### config.mk
export PLATFORM = sky130hd
export DESIGN_NAME = frame_capture_writer
export DESIGN_NICKNAME = d
export VERILOG_FILES = /design/src/rtl/frame_capture_writer.sv
export SDC_FILE = /design/constraint.sdc
export NUM_CORES = 1
export LEC_CHECK = 0
export CORE_MARGIN = 2
export CORE_UTILIZATION = 50
export CTS_BUF_LIST = sky130_fd_sc_hd__clkbuf_8
export CTS_CLUSTER_SIZE = 10
export DETAILED_ROUTE_END_ITERATION = 6
export PLACE_DENSITY = 0.65
export SYNTH_ARGS = -nofsm -noshare
export SYNTH_HDL_FRONTEND = slang
export SYNTH_SLANG_ARGS = --single-unit
### constraint.sdc
create_clock -name clk -period 7 [get_ports clk]
set_clock_uncertainty 0.05 [all_clocks]
set_input_delay 1.4 -clock clk [delete_from_list [all_inputs] [get_ports clk]]
set_output_delay 1.4 -clock clk [all_outputs]
set_load 0.01 [all_outputs]
### src/rtl/frame_capture_writer.sv
// frame_capture_writer: averages 8x8 green blocks of a 224x224 crop into a 28x28 BRAM image.
// Define BINARIZE_EN to store 16'hFFFF for dark blocks (avg < THRESHOLD), else 16'h0000.
module frame_capture_writer #(
  parameter int H_ACTIVE = 320,
  parameter int V_ACTIVE = 240,
  parameter int X0 = 48,
  parameter int Y0 = 8,
  parameter int THRESHOLD = 32
) (
  input  logic        clk,
  input  logic        rst_n,
  input  logic        arm,
  input  logic        vsync,
  input  logic        pixel_valid,
  input  logic [15:0] pixel_data,
  output logic [9:0]  bram_addr,
  output logic [15:0] bram_din,
  output logic        bram_we,
  output logic        bram_en,
  output logic        busy,
  output logic        frame_done
);
  localparam logic [1:0] IDLE = 2'd0, WAIT_VSYNC = 2'd1, CAPTURE = 2'd2;
  localparam int XW = $clog2(H_ACTIVE);
  localparam int YW = $clog2(V_ACTIVE) + 1;
  logic [1:0] state;
  logic [XW-1:0] x;
  logic [YW-1:0] y;
  logic [11:0] acc [28];
  logic [31:0] xe, ye;
  logic [4:0] col, row;
  logic [5:0] green, avg;
  logic [11:0] sum;
  logic in_win, blk_done, last_x;
  logic [15:0] dout;
  assign xe = 32'(x);
  assign ye = 32'(y);
  assign in_win = xe >= X0 && xe < X0 + 224 && ye >= Y0 && ye < Y0 + 224;
  assign col = 5'((xe - X0) >> 3);
  assign row = 5'((ye - Y0) >> 3);
  assign blk_done = 3'(xe - X0) == 3'd7 && 3'(ye - Y0) == 3'd7;
  assign last_x = xe == H_ACTIVE - 1;
  assign green = 6'(pixel_data >> 5);
  assign sum = acc[col] + 12'(green);
  assign avg = 6'(sum >> 6);
  assign busy = state != IDLE;
`ifdef BINARIZE_EN
  assign dout = (avg < 6'(THRESHOLD)) ? 16'hFFFF : 16'h0000;
`else
  logic unused_thr;
  assign unused_thr = avg < 6'(THRESHOLD);
  assign dout = {10'b0, avg};
`endif
  always_ff @(posedge clk or negedge rst_n)
    if (!rst_n) begin
      state <= IDLE;
      x <= '0;
      y <= '0;
      for (int i = 0; i < 28; i++) acc[i] <= '0;
      bram_addr <= '0;
      bram_din <= '0;
      bram_we <= 1'b0;
      bram_en <= 1'b0;
      frame_done <= 1'b0;
    end else begin
      bram_we <= 1'b0;
      bram_en <= 1'b0;
      frame_done <= 1'b0;
      if (state == IDLE && arm) state <= WAIT_VSYNC;
      if (state == WAIT_VSYNC && vsync) state <= CAPTURE;
      // counters stay cleared outside CAPTURE, so entering or restarting on vsync starts fresh
      if (state != CAPTURE || vsync) begin
        x <= '0;
        y <= '0;
        for (int i = 0; i < 28; i++) acc[i] <= '0;
      end else if (pixel_valid) begin
        x <= last_x ? '0 : x + 1'b1;
        if (last_x) y <= y + 1'b1;
        if (in_win) begin
          acc[col] <= blk_done ? '0 : sum;
          if (blk_done) begin
            bram_we <= 1'b1;
            bram_en <= 1'b1;
            bram_addr <= 10'(row) * 10'd28 + 10'(col);
            bram_din <= dout;
            if (row == 5'd27 && col == 5'd27) begin
              frame_done <= 1'b1;
              state <= IDLE;
            end
          end
        end
      end
    end
endmodule
After elaboration in Yosys (flattened, before gate mapping)
Cells that the tools add are included.
{"block": "totals", "register_bits": 374, "input_bits": 21, "output_inout_bits": 30, "wordCells": 106}
{"block": "op_classes", "add_sub_neg": 6, "n_mul": 1, "n_lt_le_gt_ge": 6, "n_eq_ne": 7, "mux": 32, "bitwise": 2, "reduce_logical": 17}
{"op": "2-to-1 mux 336 bit", "n": 3}
{"op": "bitwise mux 336 bit", "n": 1}
{"op": "binary-select mux 12 bit (select 5 bit)", "n": 1}
{"op": "demux 12 bit (select 5 bit)", "n": 1}
{"op": "2-to-1 mux 9 bit", "n": 6}
{"op": "2-to-1 mux 12 bit", "n": 4}
{"op": "adder 9 x 1 -> 9 bit (second input constant)", "n": 2}
{"op": "2-to-1 mux 2 bit", "n": 7}
{"op": "adder 12 x 6 -> 12 bit", "n": 1}
{"op": "adder 10 x 5 -> 10 bit", "n": 1}
{"op": "equality test 5 bit (second input constant)", "n": 2}
{"op": "equality test 9 bit (second input constant)", "n": 1}
{"op": ">= comparator 9 x 4 -> 1 bit (second input constant)", "n": 1}
{"op": ">= comparator 9 x 6 -> 1 bit (second input constant)", "n": 1}
{"op": "less-than comparator 9 x 8 -> 1 bit (second input constant)", "n": 1}
{"op": "less-than comparator 9 bit (second input constant)", "n": 1}
{"op": "2-to-1 mux 1 bit", "n": 9}
{"op": "logical AND 1 bit", "n": 8}
{"op": "multiplier 5 x 3 -> 8 bit (second input constant)", "n": 1}
{"op": "nonzero test 2 bit", "n": 4}
{"op": "subtractor 8 x 4 -> 8 bit (second input constant)", "n": 1}
{"op": "subtractor 8 x 6 -> 8 bit (second input constant)", "n": 1}
{"op": "equality test 3 bit (second input constant)", "n": 2}
{"op": ">= comparator 6 bit (second input constant)", "n": 1}
{"op": "9 further kinds", "n": 10}

Logic depth before layout (Yosys ltp)
{"block": "depth", "ltp_word": 11, "mapped_depth": 26, "ltp_nobuf": 18}

Worst setup path after synthesis
Ideal clock, no wire load.
{"block": "synth_path", "path_type": "flip-flop to flip-flop", "from": "reg x[4]", "to": "reg acc[119] (netlist bit)", "setup_ns": 0.132, "arrival_time_ns": 4.916, "required_ns": 6.818, "path_slack_ns": 1.902, "path_stages_with_launch": 25, "n_path_buf": 9, "period_less_slack_ns": 5.098, "path_cell_list": "dfrtp_1 > buf_6 > buf_2 > buf_2 > buf_2 > buf_2 > buf_2 > buf_2 > mux4_2 > mux2i_1 > nor2_1 > nor4_1 > inv_1 > ha_1 > a21o_1 > a21oi_1 > nor2b_1 > o21ai_0 > o2bb2ai_1 > or4_4 > or3_4 > buf_6 > buf_6 > a32oi_1 > nor2_1"}
{"block": "synth_via", "elab_chain_cells": 11, "elab_cells_between_ends": 23, "cone_classes": "add/sub (2); order compare (4); mux (10); bitwise (1); reduce/logical (6)"}
{"element": "start, declared", "line_no": "27", "source": "logic [XW-1:0] x;"}
{"element": "start signal, assigned", "line_no": "77", "source": "x <= last_x ? '0 : x + 1'b1;"}
{"element": "subtractor 8 x 6 -> 8 bit"}
{"element": "inverter 5 -> 6 bit", "line_no": "44, 80"}
{"element": "binary-select mux 12 bit (select 5 bit)", "line_no": "44", "source": "assign sum = acc[col] + 12'(green);"}
{"element": "2-to-1 mux 12 bit (not written as such) (2 in a row)", "line_no": "44"}
{"element": "adder 12 x 6 -> 12 bit", "line_no": "44"}
{"element": "2-to-1 mux 12 bit", "line_no": "80", "source": "acc[col] <= blk_done ? '0 : sum;"}
{"element": "bitwise mux 336 bit", "line_no": "80"}
{"element": "2-to-1 mux 336 bit", "line_no": "79", "source": "if (in_win) begin"}
{"element": "2-to-1 mux 336 bit", "line_no": "76", "source": "end else if (pixel_valid) begin"}
{"element": "2-to-1 mux 336 bit", "line_no": "72", "source": "if (state != CAPTURE || vsync) begin"}
{"element": "end signal, assigned by index", "line_no": "80"}
{"element": "end, declared", "line_no": "29", "source": "logic [11:0] acc [28];"}
Several ways; a longest one is shown, not always the timed one. The select of a mux whose other input is x is not followed.
A chain may end at the register's enable or synchronous reset.

Worst setup path after layout
{"block": "layout_path", "from": "reg x[4]", "to": "reg acc[298] (netlist bit)"}
Same word-level chain as after synthesis.

==> flow_summary.ini <==
[sta]
finalHoldViolCount = 0
setup_violations = 0
fin_tns_setup_ns = 0
rsz0062_at_grt = false
slew-limit-headroom_pct = 16.2
setup_ws_ns = 1.08
finalCritPeriodShare_pct = 84.6
drv_slew = 0
min_period_ns = 5.92
tightest_slew_ns = 1.26
whs_ns = 0.425
max_freq_mhz = 169

[power]
p_clk_share_pct = 45.7
peakVddDrop_uv = 97.4
p_sw_share_pct = 25.4
total_power_mw = 4.45
p_comb_share_pct = 5.5
p_switching_mw = 1.13
p_leak_nw = 8.92
p_seq_share_pct = 48.8
p_int_mw = 3.32
powerDensity_nw_per_um2 = 216

[min_path]
hold_class = reg -> reg

[floorplanning]
core_region_area_sq_um = 36800
die_height_um = 198
initial_core_util_pct = 50.9
dieArea_sq_um = 39000
fp.dieW_um = 198
io_pins = 51
fp-row-count = 70

[drt]
dr_total_vias = 13800
avgRoutedWirePerCell_um = 22.5
ant_nets = 0
vias_per_cell = 6.28
dr.pass1.iters = 5
drcViolationCount = 0
wirelength_mm = 49.5
drt_iter0_markers = 1343

[setup_path]
cp.arrival_ns = 6.38
cp_top_family = simple AND/OR/NAND/NOR gates
end_kind = flop
crit_type = reg -> reg
crit_buf_inv = 1
startpoint_type = flop
required_ns = 7.46
worst-r2r-setup-slack_ns = 1.08
path_cells = ha_1 -> nand2b_1 -> nor2_1 -> or2_1 -> a22o_1 -> nor4_1 -> fa_1 -> nor2b_1 -> o21ai_0 -> a21boi_0 -> o21ai_0 -> o2bb2ai_1 -> nor4_1 -> xnor2_2 -> buf_4 -> a22oi_1 -> nor2_1
crit_slowest_cell = xnor2_2
worstPathMaxFanout = 19
slowest_delay_ns = 0.77

[finish]
nets = 1738
regArea_sq_um = 9370
final_cell_mix = dfrtp_1 (372), nor2_1 (296), a22oi_1 (97)
fin_cells = 2199
drive_gt1_share_pct = 14.7
fillers = 3139
syn2layout_area_growth_pct = 10.0
post-route-cell-area_sq_um = 20600
layout_commonest_cell = dfrtp_1
antenna_cells = 0
fin_util_pct = 56.1
multiInputGateArea_sq_um = 8620

[logic_synthesis]
yosys_register_bits = 374
syn_area_sq_um = 18700
syn_inst = 1699
synth_cell_types = 65
muxShareOfSynthArea_pct = 13.8
synth_flop_cell = dfrtp_1
yosys_warnings = 0
synth_compound_area_share_pct = 14.9
synth_top_family_by_area = compound AO/OA/AOI/OAI gates
async_flop_share_pct = 100
synth_edf_count = 0
syn_avg_cell_area_sq_um = 11.0
yosys.area_share.adder_pct = 2.40
synth_xor_area_share_pct = 1.59
synth-simple-area-share_pct = 12.8
ys_seq_area_share_pct = 49.9

[global_routing]
grt_pass1_vias = 13900
grt_use_total_pct = 26.6
grt.overflow.total = 0
grt_max_degree = 136
grt_pass1_wl_mm = 80.3
antenna_found_initial = 0

[place]
gp_congestion = 0.863
placed_area_sq_um = 19300
dp.final_hpwl_mm = 31.5
place_worst_setup_slack_ns = 1.40
portBuffers = 30
placed_cells = 2083

[run_status]
status = complete, no violations

[clock_tree]
cts_made_buffers = 67
cts-root-buf = clkbuf_8
postCtsSetupRepairBufs = 0
cts_tree = yes
ctsHoldBuffers = 0
htree_levels = 3
clock-sinks = 374
postCtsResizedCells = 0
clock_latency_ns = 0.61
clk_pin_slew_worst_paths_ns = 0.06
cts_buffer_depth = 3

[flow_run]
drv_cap = 0
## power by group through the flow
stage	registers, mW	logic, mW	clock network (mW)
6_report	2.17	0.247	2.03
4_1_cts	2.17	0.248	2.07
3_5_place_dp	2.21	0.248	0
2_1_floorplan	2.21	0.151	0
3_3_place_gp	2.21	0.246	0
5_1_grt	2.17	0.274	2.17
## worst paths after layout
| check | endpoint | from | cells past startpoint |
|---|---|---|---|
| worst max register to register | acc[298] | x[4] | 17 |
| min in group asynchronous | bram_addr[1] | rst_n | 1 |
| max in group asynchronous | acc[296] | rst_n | 2 |
| worst max-delay path | acc[298] | x[4] | 17 |
| worst min register to register | bram_addr[4] | bram_addr[4] | 2 |
| worst min-delay path | bram_addr[4] | bram_addr[4] | 2 |
## synthesized netlist by cell type, types with 3 or more instances
cell type	instances	area [sq um]
o2111ai_1	3	26.3
nand3_1	72	360
a22oi_1	97	728
a21oi_1	55	275
a32o_1	84	841
or2_2	5	31.3
xor2_1	13	114
mux2i_1	65	651
o2bb2ai_1	4	35.0
fa_1	5	100
mux4_2	83	1870
dfrtp_1	374	9360
a32oi_1	28	245
and2_1	4	25.0
inv_1	19	71.3
buf_1	12	45.0
xnor2_1	21	184
buf_4	19	143
nor2_1	298	1120
buf_2	35	175
nand4b_1	3	26.3
buf_6	4	45.0
a31oi_1	3	18.8
nand2b_1	9	56.3
nor4_1	3	18.8
nand2_1	82	308
and3_1	5	31.3
clkbuf_1	95	357
mux2_2	6	67.6
a22o_1	6	52.6
a21o_1	7	52.6
ha_1	28	350
nor3_1	33	165
nor2b_1	7	43.8
nand4_1	4	25.0
nor3b_1	4	30.0
o21ai_0	69	345
## state kept, by name, indices dropped and copies added, names as in the netlist
| name | count |
|---|---|
| state | 2 |
| acc | 336 |
| bram_din | 6 |
| frame_done | 1 |
| bram_en | 1 |
| y | 9 |
| x | 9 |
| bram_addr | 10 |
## worst min-delay path, delay by kind of cell (launching register included)
kind / cells / cell delay [ns]
simple gates: 1 / 0.04
flops: 1 / 0.34
compound gates: 1 / 0.06
## area by class of cell
type	count	share of cell area (%)
sequential	374	45.4
multi-input combinational	1149	41.8
tap	468	2.84
clock buffer	89	5.94
inverter	20	0.364
timing repair buffer	72	3.07
clock inverter	27	0.534
## logic make-up (layout without fill, tap and decap cells)
| group | Yosys count | count (layout) |
|---|---|---|
| adders and majority gates | 33 | 33 |
| DFF | 374 | 374 |
| buffers and inverters | 185 | 208 |
| muxes | 154 | 154 |
| xor gates and xnor gates | 34 | 34 |
| AOI/OAI and AO/OA | 374 | 374 |
| and+or+nand+nor | 544 | 544 |
| other | 1 | 10 |
## layer usage
metal	global-route usage (%)	up-vias	wire (um)
li1	-	6204	-
met1	37.6	7033	21500
met2	42.4	476	23600
met3	4.37	101	3080
met4	8.47	0	1340
met5	0	-	0
(Power assumes the default switching activity.)
